File: config.mk
export PLATFORM = sky130hd
export DESIGN_NAME = cdda_feed
export DESIGN_NICKNAME = d
export VERILOG_FILES = /design/src/rtl/cdda_feed_pkg.sv /design/src/rtl/cdda_feed_watchdog.sv /design/src/rtl/cdda_feed.sv
export SDC_FILE = /design/constraint.sdc
export NUM_CORES = 1
export LEC_CHECK = 0
export BUFFER_PORTS_ARGS = -buffer_cell sky130_fd_sc_hd__buf_2
export CAP_MARGIN = 10
export CORE_UTILIZATION = 50
export CTS_BUF_LIST = sky130_fd_sc_hd__clkbuf_4 sky130_fd_sc_hd__clkbuf_8
export DETAILED_ROUTE_END_ITERATION = 12
export PLACE_DENSITY_LB_ADDON = 0.3
export SLEW_MARGIN = 30
export SYNTH_ARGS = -nofsm -noshare
export SYNTH_HDL_FRONTEND = slang
export SYNTH_SLANG_ARGS = --single-unit
File: constraint.sdc
create_clock -name CLK -period 6.4 [get_ports CLK]
set_input_delay 0.96 -clock CLK [delete_from_list [all_inputs] [get_ports CLK]]
set_output_delay 0.96 -clock CLK [all_outputs]
set_load 0.05 [all_outputs]
File: src/rtl/cdda_feed_pkg.sv
// rtl/cdda_feed_pkg.sv - shared state type and default constants for the CD-DA sector feeder
package cdda_feed_pkg;

  typedef enum logic [1:0] {
    IDLE,
    REQ,
    STREAM,
    DONE
  } state_t;

  // 2352-byte Red Book sector carried as 16-bit words
  localparam int CDDA_SECTOR_WORDS   = 1176;
  // 100 ms of host silence at 28.375 MHz
  localparam int CDDA_TIMEOUT_CYCLES = 2837516;
  // covers the downstream 3-cycle WRITE_REQ update latency
  localparam int DONE_HOLD           = 4;

endpackage

File: src/rtl/cdda_feed_watchdog.sv
// rtl/cdda_feed_watchdog.sv - host-silence cycle counter with single-cycle expiry
module cdda_feed_watchdog import cdda_feed_pkg::*; #(
  parameter int TIMEOUT_CYCLES = CDDA_TIMEOUT_CYCLES
) (
  input  logic clk,
  input  logic rst,
  input  logic clr,
  input  logic en,
  output logic expire
);

  localparam int W = $clog2(TIMEOUT_CYCLES + 1);
  localparam logic [W-1:0] LIMIT = W'(TIMEOUT_CYCLES - 1);

  logic [W-1:0] cnt;

  // count enabled cycles; saturate at the limit so a stalled owner never sees a wrap
  always_ff @(posedge clk or posedge rst) begin
    if (rst)
      cnt <= '0;
    else if (clr)
      cnt <= '0;
    else if (en && cnt != LIMIT)
      cnt <= cnt + 1'b1;
  end

  assign expire = en & ~clr & (cnt == LIMIT);

endmodule

File: src/rtl/cdda_feed.sv
// rtl/cdda_feed.sv - host sector fetcher feeding the CD-DA sample FIFO; CDDA_FEED_BYTESWAP_EN swaps host bytes
module cdda_feed import cdda_feed_pkg::*; #(
  parameter int SECTOR_WORDS   = CDDA_SECTOR_WORDS,
  parameter int TIMEOUT_CYCLES = CDDA_TIMEOUT_CYCLES
) (
  input  logic        CLK,
  input  logic        RESET,
  input  logic        ENABLE,
  input  logic        WRITE_REQ,
  output logic        WRITE,
  output logic [15:0] DOUT,
  output logic        SECTOR_REQ,
  input  logic        SECTOR_ACK,
  input  logic        HOST_VALID,
  input  logic [15:0] HOST_DATA,
  output logic        HOST_READY,
  output logic        TIMEOUT,
  output logic [15:0] SECTOR_COUNT
);

  localparam logic [10:0] LAST_WORD = 11'(SECTOR_WORDS);
  localparam logic [1:0]  HOLD_LAST = 2'(DONE_HOLD - 1);

  state_t      state;
  logic [10:0] word_cnt;
  logic [1:0]  hold_cnt;
  logic        pad_pending;
  logic        accept;
  logic        wd_en;
  logic        wd_clr;
  logic        wd_expire;
  logic [15:0] host_word;

`ifdef CDDA_FEED_BYTESWAP_EN
  assign host_word = {HOST_DATA[7:0], HOST_DATA[15:8]};
`else
  assign host_word = HOST_DATA;
`endif

  // one word per two cycles: never accept while the previous strobe is still out
  assign HOST_READY = (state == STREAM) & ~WRITE & ~pad_pending;
  assign accept     = HOST_VALID & HOST_READY;

  // the watchdog runs only while waiting on the host; outside that it is held clear
  assign wd_en  = ((state == REQ) | (state == STREAM)) & ~pad_pending;
  assign wd_clr = ~wd_en | accept | ((state == REQ) & SECTOR_ACK);

  cdda_feed_watchdog #(
    .TIMEOUT_CYCLES(TIMEOUT_CYCLES)
  ) u_watchdog (
    .clk    (CLK),
    .rst    (RESET),
    .clr    (wd_clr),
    .en     (wd_en),
    .expire (wd_expire)
  );

  // sector fetch sequencer with registered strobes and counters
  always_ff @(posedge CLK or posedge RESET) begin
    if (RESET) begin
      state        <= IDLE;
      word_cnt     <= '0;
      hold_cnt     <= '0;
      pad_pending  <= 1'b0;
      WRITE        <= 1'b0;
      DOUT         <= '0;
      SECTOR_REQ   <= 1'b0;
      TIMEOUT      <= 1'b0;
      SECTOR_COUNT <= '0;
    end else begin
      WRITE   <= 1'b0;
      TIMEOUT <= 1'b0;
      case (state)
        IDLE: begin
          if (ENABLE && WRITE_REQ) begin
            state      <= REQ;
            SECTOR_REQ <= 1'b1;
          end
        end
        REQ: begin
          if (SECTOR_ACK) begin
            state      <= STREAM;
            SECTOR_REQ <= 1'b0;
            word_cnt   <= '0;
          end else if (wd_expire) begin
            state      <= IDLE;
            SECTOR_REQ <= 1'b0;
            TIMEOUT    <= 1'b1;
          end else if (!ENABLE) begin
            state      <= IDLE;
            SECTOR_REQ <= 1'b0;
          end
        end
        STREAM: begin
          if (pad_pending) begin
            // emit the zero pad, then leave once its strobe has gone out
            if (WRITE) begin
              pad_pending <= 1'b0;
              state       <= IDLE;
            end else begin
              WRITE <= 1'b1;
              DOUT  <= '0;
            end
          end else if (accept) begin
            WRITE    <= 1'b1;
            DOUT     <= host_word;
            word_cnt <= word_cnt + 1'b1;
          end else if (WRITE && word_cnt == LAST_WORD) begin
            state        <= DONE;
            hold_cnt     <= '0;
            SECTOR_COUNT <= SECTOR_COUNT + 16'd1;
          end else if (wd_expire) begin
            // an odd word count leaves a dangling left sample; pad it to keep L/R pairing
            TIMEOUT <= 1'b1;
            if (word_cnt[0])
              pad_pending <= 1'b1;
            else
              state <= IDLE;
          end
        end
        DONE: begin
          if (hold_cnt == HOLD_LAST)
            state <= IDLE;
          else
            hold_cnt <= hold_cnt + 1'b1;
        end
        default: state <= IDLE;
      endcase
    end
  end

endmodule

# ---- Word-level counts from Yosys, hierarchy flattened
# Cells that the tools add are included.
dict set report classes {
  n_mul 0
  n_eq_ne 21
  magnitude_cmp 0
  n_bitwise 15
  shifts 0
  div_mod_pow 0
  reduce_logical 15
  add_sub_neg 4
  n_mux 46
}
# operator count
set op_table {}
lappend op_table {{2-to-1 mux 16 bit} 3}
lappend op_table {{2-to-1 mux 22 bit} 2}
lappend op_table {{2-to-1 mux 11 bit} 3}
lappend op_table {{2-to-1 mux 2 bit} 15}
lappend op_table {{adder 22 x 1 -> 22 bit (second input constant)} 1}
lappend op_table {{== test 22 bit (second input constant)} 1}
lappend op_table {{inequality test 22 bit (second input constant)} 1}
lappend op_table {{case mux 11 bit (2 select lines)} 1}
lappend op_table {{2-to-1 mux 1 bit} 18}
lappend op_table {{adder 16 x 1 -> 16 bit (second input constant)} 1}
lappend op_table {{inequality test 2 bit (second input constant)} 8}
lappend op_table {{adder 11 x 1 -> 11 bit (second input constant)} 1}
lappend op_table {{== test 11 bit (second input constant)} 1}
lappend op_table {{nonzero test 2 bit} 5}
lappend op_table {{inequality test 4 x 3 -> 1 bit (second input constant)} 2}
lappend op_table {{case mux 2 bit (4 select lines)} 1}
lappend op_table {{AND reduction 4 bit} 2}
lappend op_table {{AND 1 bit} 7}
lappend op_table {{AND reduction 7 bit} 1}
lappend op_table {{== test 2 bit (second input constant)} 3}
lappend op_table {{inequality test 3 bit (second input constant)} 2}
lappend op_table {{AND reduction 3 bit} 2}
lappend op_table {{NOT 1 bit} 5}
lappend op_table {{AND reduction 5 bit} 1}
lappend op_table {{9 further kinds} 14}
dict set report word_totals {
  n_memories 0
  romBits 0
  out_inout_bits 36
  word_cells 111
  reg_bits 73
  latch_bits 0
  ramBits 0
  input_bits 22
}

# ---- Longest topological paths before layout
# Gate-level depths: netlist of the first run.
dict set report depth {
  word_depth 14
  depth_mapped 9
  ltp_nobuf 7
}

# ---- Modules after synthesis
# Synthesis of the first run repeated with hierarchy kept, for this count alone.
dict set report unflattened {
  hier_cells 413
  area_unflattened_um2 3955.0
}
# mod cells_each seq_area_each_um2 n_inst area_each_um2
set by_module_without_submodules {}
lappend by_module_without_submodules {cdda_feed 273 1276.2 1 2642.5}
lappend by_module_without_submodules {cdda_feed_watchdog 140 550.5 1 1312.5}

# ---- Least setup slack after synthesis of the first run
# Ideal clock, no wire load.
dict set report synth_timing {
  kind {flip-flop to output port}
  start {reg state[0]}
  end {out HOST_READY}
  n_path_buf 1
  stages_incl_launch_ff 6
  arrival_time_ns 1.699
  path_slack_ns 3.741
  t_required_ns 5.440
  cell_sequence {dfrtp_1 -> inv_1 -> ha_1 -> buf_2 -> and2b_2 -> nor2b_1}
}
dict set report synth_between {
  elab_chain_len 3
}
# item line
set synth_rtl {}
lappend synth_rtl {{start, declared} cdda_feed.sv:24} ;# state_t state;
lappend synth_rtl {{start signal, assigned} cdda_feed.sv:61} ;# state <= IDLE;
lappend synth_rtl {{start signal, assigned} cdda_feed.sv:76} ;# state <= REQ;
lappend synth_rtl {{start signal, assigned} cdda_feed.sv:82} ;# state <= STREAM;
lappend synth_rtl {{== test 2 bit} cdda_feed.sv:41} ;# assign HOST_READY = (state == STREAM) & ~WRITE & ~pad_pending;
lappend synth_rtl {{AND 1 bit (2 in a row)} cdda_feed.sv:41}
lappend synth_rtl {{end, declared} cdda_feed.sv:16} ;# output logic HOST_READY,
# No other way between the ends.

# ---- Worst setup path in the final report of the first run
# Same ends and word-level chain as after synthesis.

==> results of run 1 <==
[flip-flops by register name (all words and copies together) (netlist names)]
register	cells
SECTOR_REQ	1
pad_pending	1
SECTOR_COUNT	16
TIMEOUT	1
hold_cnt	2
word_cnt	11
DOUT	16
state	2
u_watchdog.cnt	22
WRITE	1
[worst reg2reg max path, stage by stage, from the launching register on]
cell,delay (ns)
dfrtp_1,0.41
inv_1,0.17
ha_1,0.37
and4bb_1,0.69
o2111a_1,0.36
and4_1,0.23
xnor2_1,0.12
nor2_1,0.06
[stage by stage]
step | utilization, % | total power [mW] | hold WS (ns)
3_3_place_gp | 58.2 | 0.972 | 0.456
5_1_grt | 61.1 | 1.39 | 0.507
6_report | 61.1 | 1.32 | 0.474
3_5_place_dp | 58.3 | 0.976 | 0.464
4_1_cts | 61.1 | 1.34 | 0.476
2_1_floorplan | - | 0.878 | 0.497
[routing by layer]
layer	share of wire (%)	up-vias	track usage [%]
li1	-	1344	-
met1	45	1356	27.1
met2	51	52	34.0
met3	3.4	8	5.37
met4	0.63	0	5.22
met5	0	-	0
[cell type report]
cell class | instances | area [um2]
inverter | 15 | 56.3
fill | 598 | 2710
clock buffer | 9 | 124
multi-input combinational | 247 | 1770
clock inverter | 7 | 71.3
tap | 96 | 120
sequential | 73 | 1830
timing repair buffer | 58 | 297
[kinds of logic (layout without fill, tap and decap cells)]
| group | after synthesis | count (layout) | synth area share (%) |
|---|---|---|---|
| AND/OR/NAND/NOR | 142 | 142 | 23.3 |
| flip-flops | 73 | 73 | 49.4 |
| AO/OA/AOI/OAI | 48 | 48 | 9.52 |
| XOR/XNOR | 39 | 39 | 9.24 |
| buffers and inverters | 24 | 89 | 2.64 |
| adder cells (fa/ha/maj) | 11 | 11 | 3.72 |
| multiplexers | 7 | 7 | 2.13 |
[worst paths after layout]
check	from	to	depth (start not counted)
max in group asynchronous	RESET	u_watchdog.cnt[15]	3
worst min register to register	SECTOR_COUNT[15]	SECTOR_COUNT[15]	1
worst min-delay path	SECTOR_COUNT[15]	SECTOR_COUNT[15]	1
worst max register to register	state[0]	word_cnt[9]	7
worst max-delay path	state[0]	HOST_READY	5
min in group asynchronous	RESET	DOUT[2]	3
[synthesized netlist by cell type, types with 4 or more instances]
cell | n | area [um2]
and4_1 | 8 | 70.1
xnor2_1 | 23 | 201
o21ai_0 | 8 | 40.0
nand3_1 | 12 | 60.1
nor2_1 | 33 | 124
nor3_1 | 7 | 35.0
a21oi_1 | 14 | 70.1
and3_1 | 5 | 31.3
and2_1 | 4 | 25.0
nand2_1 | 22 | 82.6
dfrtp_1 | 73 | 1830
ha_1 | 11 | 138
clkbuf_1 | 5 | 18.8
or3_1 | 5 | 31.3
a22o_1 | 16 | 140
nand4_1 | 12 | 75.1
inv_1 | 15 | 56.3
xor2_1 | 16 | 140
[power breakdown]
group,internal [mW],switching [mW],total [mW]
sequential,0.515,0.0468,0.562
combinational,0.124,0.283,0.407
clock,0.179,0.176,0.355
total,0.818,0.506,1.32
==> flow_summary.yaml, run 1 <==
clocking:
  clkTransAtPathRegs_ns: 0.08
  ctsHoldBuffers: 0
  clk_latency_ns: 0.35
  postCtsSetupBuffers: 0
  clock-sinks: 73
  cts-root-buf: "clkbuf_8"
  cts_resized: 0
  cts_made_buffers: 9
  cts_tree: "built"
  clock_path_buffers: 2
  htreeDepth: 3
global_route:
  grt.total_usage_pct: 20.6
  grt_max_degree: 74
  antenna_found_initial: 0
  overflow: 0
  first_global_vias: 2604
  grt_pass1_wl_um: 12300
floorplan:
  die_w_um: 88.0
  initial_utilization_pct: 52.9
  io_pins: 58
  rows: 30
  die_h_um: 88.0
  die-area_mm2: 0.00774
  core_area_mm2: 0.00698
drt:
  drc: 0
  drtPass1Iterations: 4
  drtIter0Drc: 139
  postRouteAntennaNets: 0
  routedWlPerCell_um: 14.8
  vias_per_cell: 5.47
  routed_wl_um: 7460
  vias: 2760
final_layout:
  layout.cells.non_filler: 505
  drive_above_1_share_pct: 24.2
  nNetsFinal: 437
  area_delta_synth_final_pct: 15.5
  antennaDiodeCount: 0
  stdcell_area_mm2: 0.00427
  final_cell_mix: "dfrtp_1, buf_2, nor2_1"
  final_common_cell: "dfrtp_1"
timing:
  setup_viol: 0
  maxSlewHeadroom_pct: 55.0
  maxSlewViolCount: 0
  skew_ns: 0.00972
  min_period_ns: 2.91
  tns_ns: 0
  period_share_pct: 45.4
  hold_viol_final: 0
  rsz0062_at_grt: "no"
  max_freq_mhz: 344
  tightestPinTransition_ns: 0.676
  fin_ws_ns: 3.49
power_and_ir_drop:
  power.density_mw_per_mm2: 310
  peakVddDrop_mv: 0.166
  leakagePower_nw: 2.02
setup_path:
  r2r_slack_ns: 3.87
  crit_arrival_ns: 1.95
  cp_max_fo: 9
  crit_chain: "inv_1 > ha_1 > and2b_2 > nor2b_1 > buf_2"
  crit_slowest_cell: "dfrtp_1"
  endpoint_kind: "output port"
  path_class: "register to output port"
  max_stage_delay_ns: 0.41
  required_ns: 5.44
  worst-path-buf-inv: 2
  startpoint_type: "register"
  cp_top_family: "buffers and inverters"
logic_synthesis:
  synthFlopType: "dfrtp_1"
  ys_types: 56
  yosys_register_bits: 73
  ys_warn_count: 0
  syn_area_mm2: 0.00369
  synth_cells: 344
  synthesis.nets: 377
  synth.avg_cell_area_um2: 10.7
  synth_seq_area_share_pct: 49.4
  synth_edf_count: 0
  async_reset_ff_share_pct: 100
placement:
  dp_hpwl_um: 5220
  dpl_cell_area_mm2: 0.00407
  dp_slack_ns: 3.74
  io_buffers: 57
  gp_congestion: 0.824
  placed_cells: 489
worst_hold_path:
  worstHoldPathType: "register to register"
status:
  status: "complete, no violations"
flow_run:
  maxCapViolations: 0
No activity file was read; power rests on OpenSTA's default activity.
==> run 2, diff against run 1 <==
- clock period: 6.4 -> 2.5 ns (I/O delays scaled with it)
==> flow_summary.yaml, run 2 (synthesis gave the netlist of run 1 again) <==
status:
  status: "complete, no violations"
placement:
  gp_congestion: 0.825
  dp_slack_ns: 0.415
  io_buffers: 57
  dp_hpwl_um: 5380
floorplan:
  die_w_um: 88.0
  initial_utilization_pct: 52.9
  die-area_mm2: 0.00774
  io_pins: 58
  core_area_mm2: 0.00698
  die_h_um: 88.0
  rows: 30
drt:
  drtPass1Iterations: 5
  drc: 0
  routedWlPerCell_um: 15.2
  vias_per_cell: 5.46
  routed_wl_um: 7720
  postRouteAntennaNets: 0
  vias: 2769
  drtIter0Drc: 216
final_layout:
  regMostFlops: "u_watchdog.cnt"
  largest_register_ffs: 22
  drive_above_1_share_pct: 24.6
  antennaDiodeCount: 0
  final_cell_mix: "dfrtp_1, buf_2, nor2_1"
  nNetsFinal: 439
  area_delta_synth_final_pct: 17.7
  fillers: 604
  final_common_cell: "dfrtp_1"
  final_util_pct: 62.3
  top_regs: "u_watchdog.cnt: 22 flops, DOUT: 16 flops, SECTOR_COUNT: 16 flops"
setup_path:
  crit_chain: "inv_1 > ha_1 > and2b_2 > nor2b_1 > buf_2"
  reg2reg_from: "word_cnt[0]"
  max_stage_delay_ns: 0.40
  r2r_end: "SECTOR_COUNT[11]"
  crit_slowest_cell: "dfrtp_1"
  reg2reg_depth: 7
  cp_max_fo: 9
  required_ns: 2.12
  crit_arrival_ns: 1.91
  cp-endpoint: "HOST_READY"
  endpoint_kind: "output port"
  startpoint_type: "register"
  r2r_slack_ns: 0.37
  path_class: "register to output port"
  cp-startpoint: "state[0]"
global_route:
  first_global_vias: 2692
  antenna_found_initial: 0
  grt.total_usage_pct: 21.4
  overflow: 0
  grt_pass1_wl_um: 12900
  grt_max_degree: 74
power_and_ir_drop:
  sequentialPowerShare_pct: 39.5
  internal_power_mw: 2.34
  p_comb_share_pct: 29.2
  power.clock.fraction_pct: 31.3
  switchingPower_mw: 1.30
  swShare_pct: 35.7
  power.density_mw_per_mm2: 836
  leakagePower_nw: 2.06
  peakVddDrop_mv: 0.431
clocking:
  clk_latency_ns: 0.34
  clock-sinks: 73
  htreeDepth: 3
  cts-root-buf: "clkbuf_8"
  clock_path_buffers: 2
  clkTransAtPathRegs_ns: 0.08
  postCtsSetupBuffers: 0
  cts_tree: "built"
  cts_resized: 0
  ctsHoldBuffers: 0
  cts_made_buffers: 9
timing:
  fin_ws_ns: 0.219
  max_freq_mhz: 438
  tns_ns: 0
  rsz0062_at_grt: "no"
  tightestPinTransition_ns: 0.689
  min_period_ns: 2.28
  maxSlewHeadroom_pct: 54.1
  maxSlewViolCount: 0
  hold_viol_final: 0
  setup_viol: 0
  skew_ns: 0.00712
  period_share_pct: 91.2
  fin_hold_ws_ns: 0.102
worst_hold_path:
  worstHoldPathType: "input pin to async pin"
flow_run:
  maxCapViolations: 0
run 2: cell count changes in the layout (fill, tap and decap cells not counted), sizes merged:
cell	delta
clkinv	-3
buf	+2
bufinv	+2
clkbuf	+1
clkinvlp	-1
inv	+1
run 2: metrics by stage:
step	cells	instance area, um2	power (mW)
final	507	4350	3.63
after global routing	507	4350	3.81
after CTS	507	4350	3.67
after detailed placement	491	4100	2.51
after global placement	491	4090	2.49
after floorplan	344	3690	2.25
run 2: per-layer routing:
metal	global-route usage, %	share of wire, %
met4	6.86	1.3
met3	4.62	2.8
met1	27.7	45
met5	0	0
met2	35.9	51
run 2: how the worst min path moves through the flow:
stage	start	cells past startpoint	endpoint	slack [ns]
2_1_floorplan	word_cnt[10]	2	word_cnt[10]	0.50
3_3_place_gp	SECTOR_COUNT[15]	1	SECTOR_COUNT[15]	0.46
3_5_place_dp	SECTOR_COUNT[15]	1	SECTOR_COUNT[15]	0.48
4_1_cts	RESET	3	DOUT[12]	0.13
5_1_grt	RESET	3	DOUT[2]	0.13
6_report	RESET	3	DOUT[12]	0.10
run 2: critical path, delay by kind of cell, from the launching register on:
kind / cells / cell delay [ns]
and+or+nand+nor: 2 / 0.38
buffers and inverters: 2 / 0.42
DFF: 1 / 0.40
adders and majority gates: 1 / 0.36
run 2: cell type report:
type / count / area, um2 / share of cell area, %
Multi-Input combinational cell: 247 / 1770 / 40.8
Inverter: 15 / 56.3 / 1.29
Clock inverter: 6 / 114 / 2.62
Clock buffer: 10 / 138 / 3.16
Sequential cell: 73 / 1830 / 42.0
Tap cell: 96 / 120 / 2.76
Timing Repair Buffer: 60 / 320 / 7.36
run 2: power by group through the flow:
stage	registers, mW	clock network, mW	logic (mW)
after global placement	1.45	0	1.04
after global routing	1.46	1.22	1.14
after floorplan	1.79	0	0.462
final	1.44	1.14	1.06
after detailed placement	1.46	0	1.06
after CTS	1.44	1.17	1.06
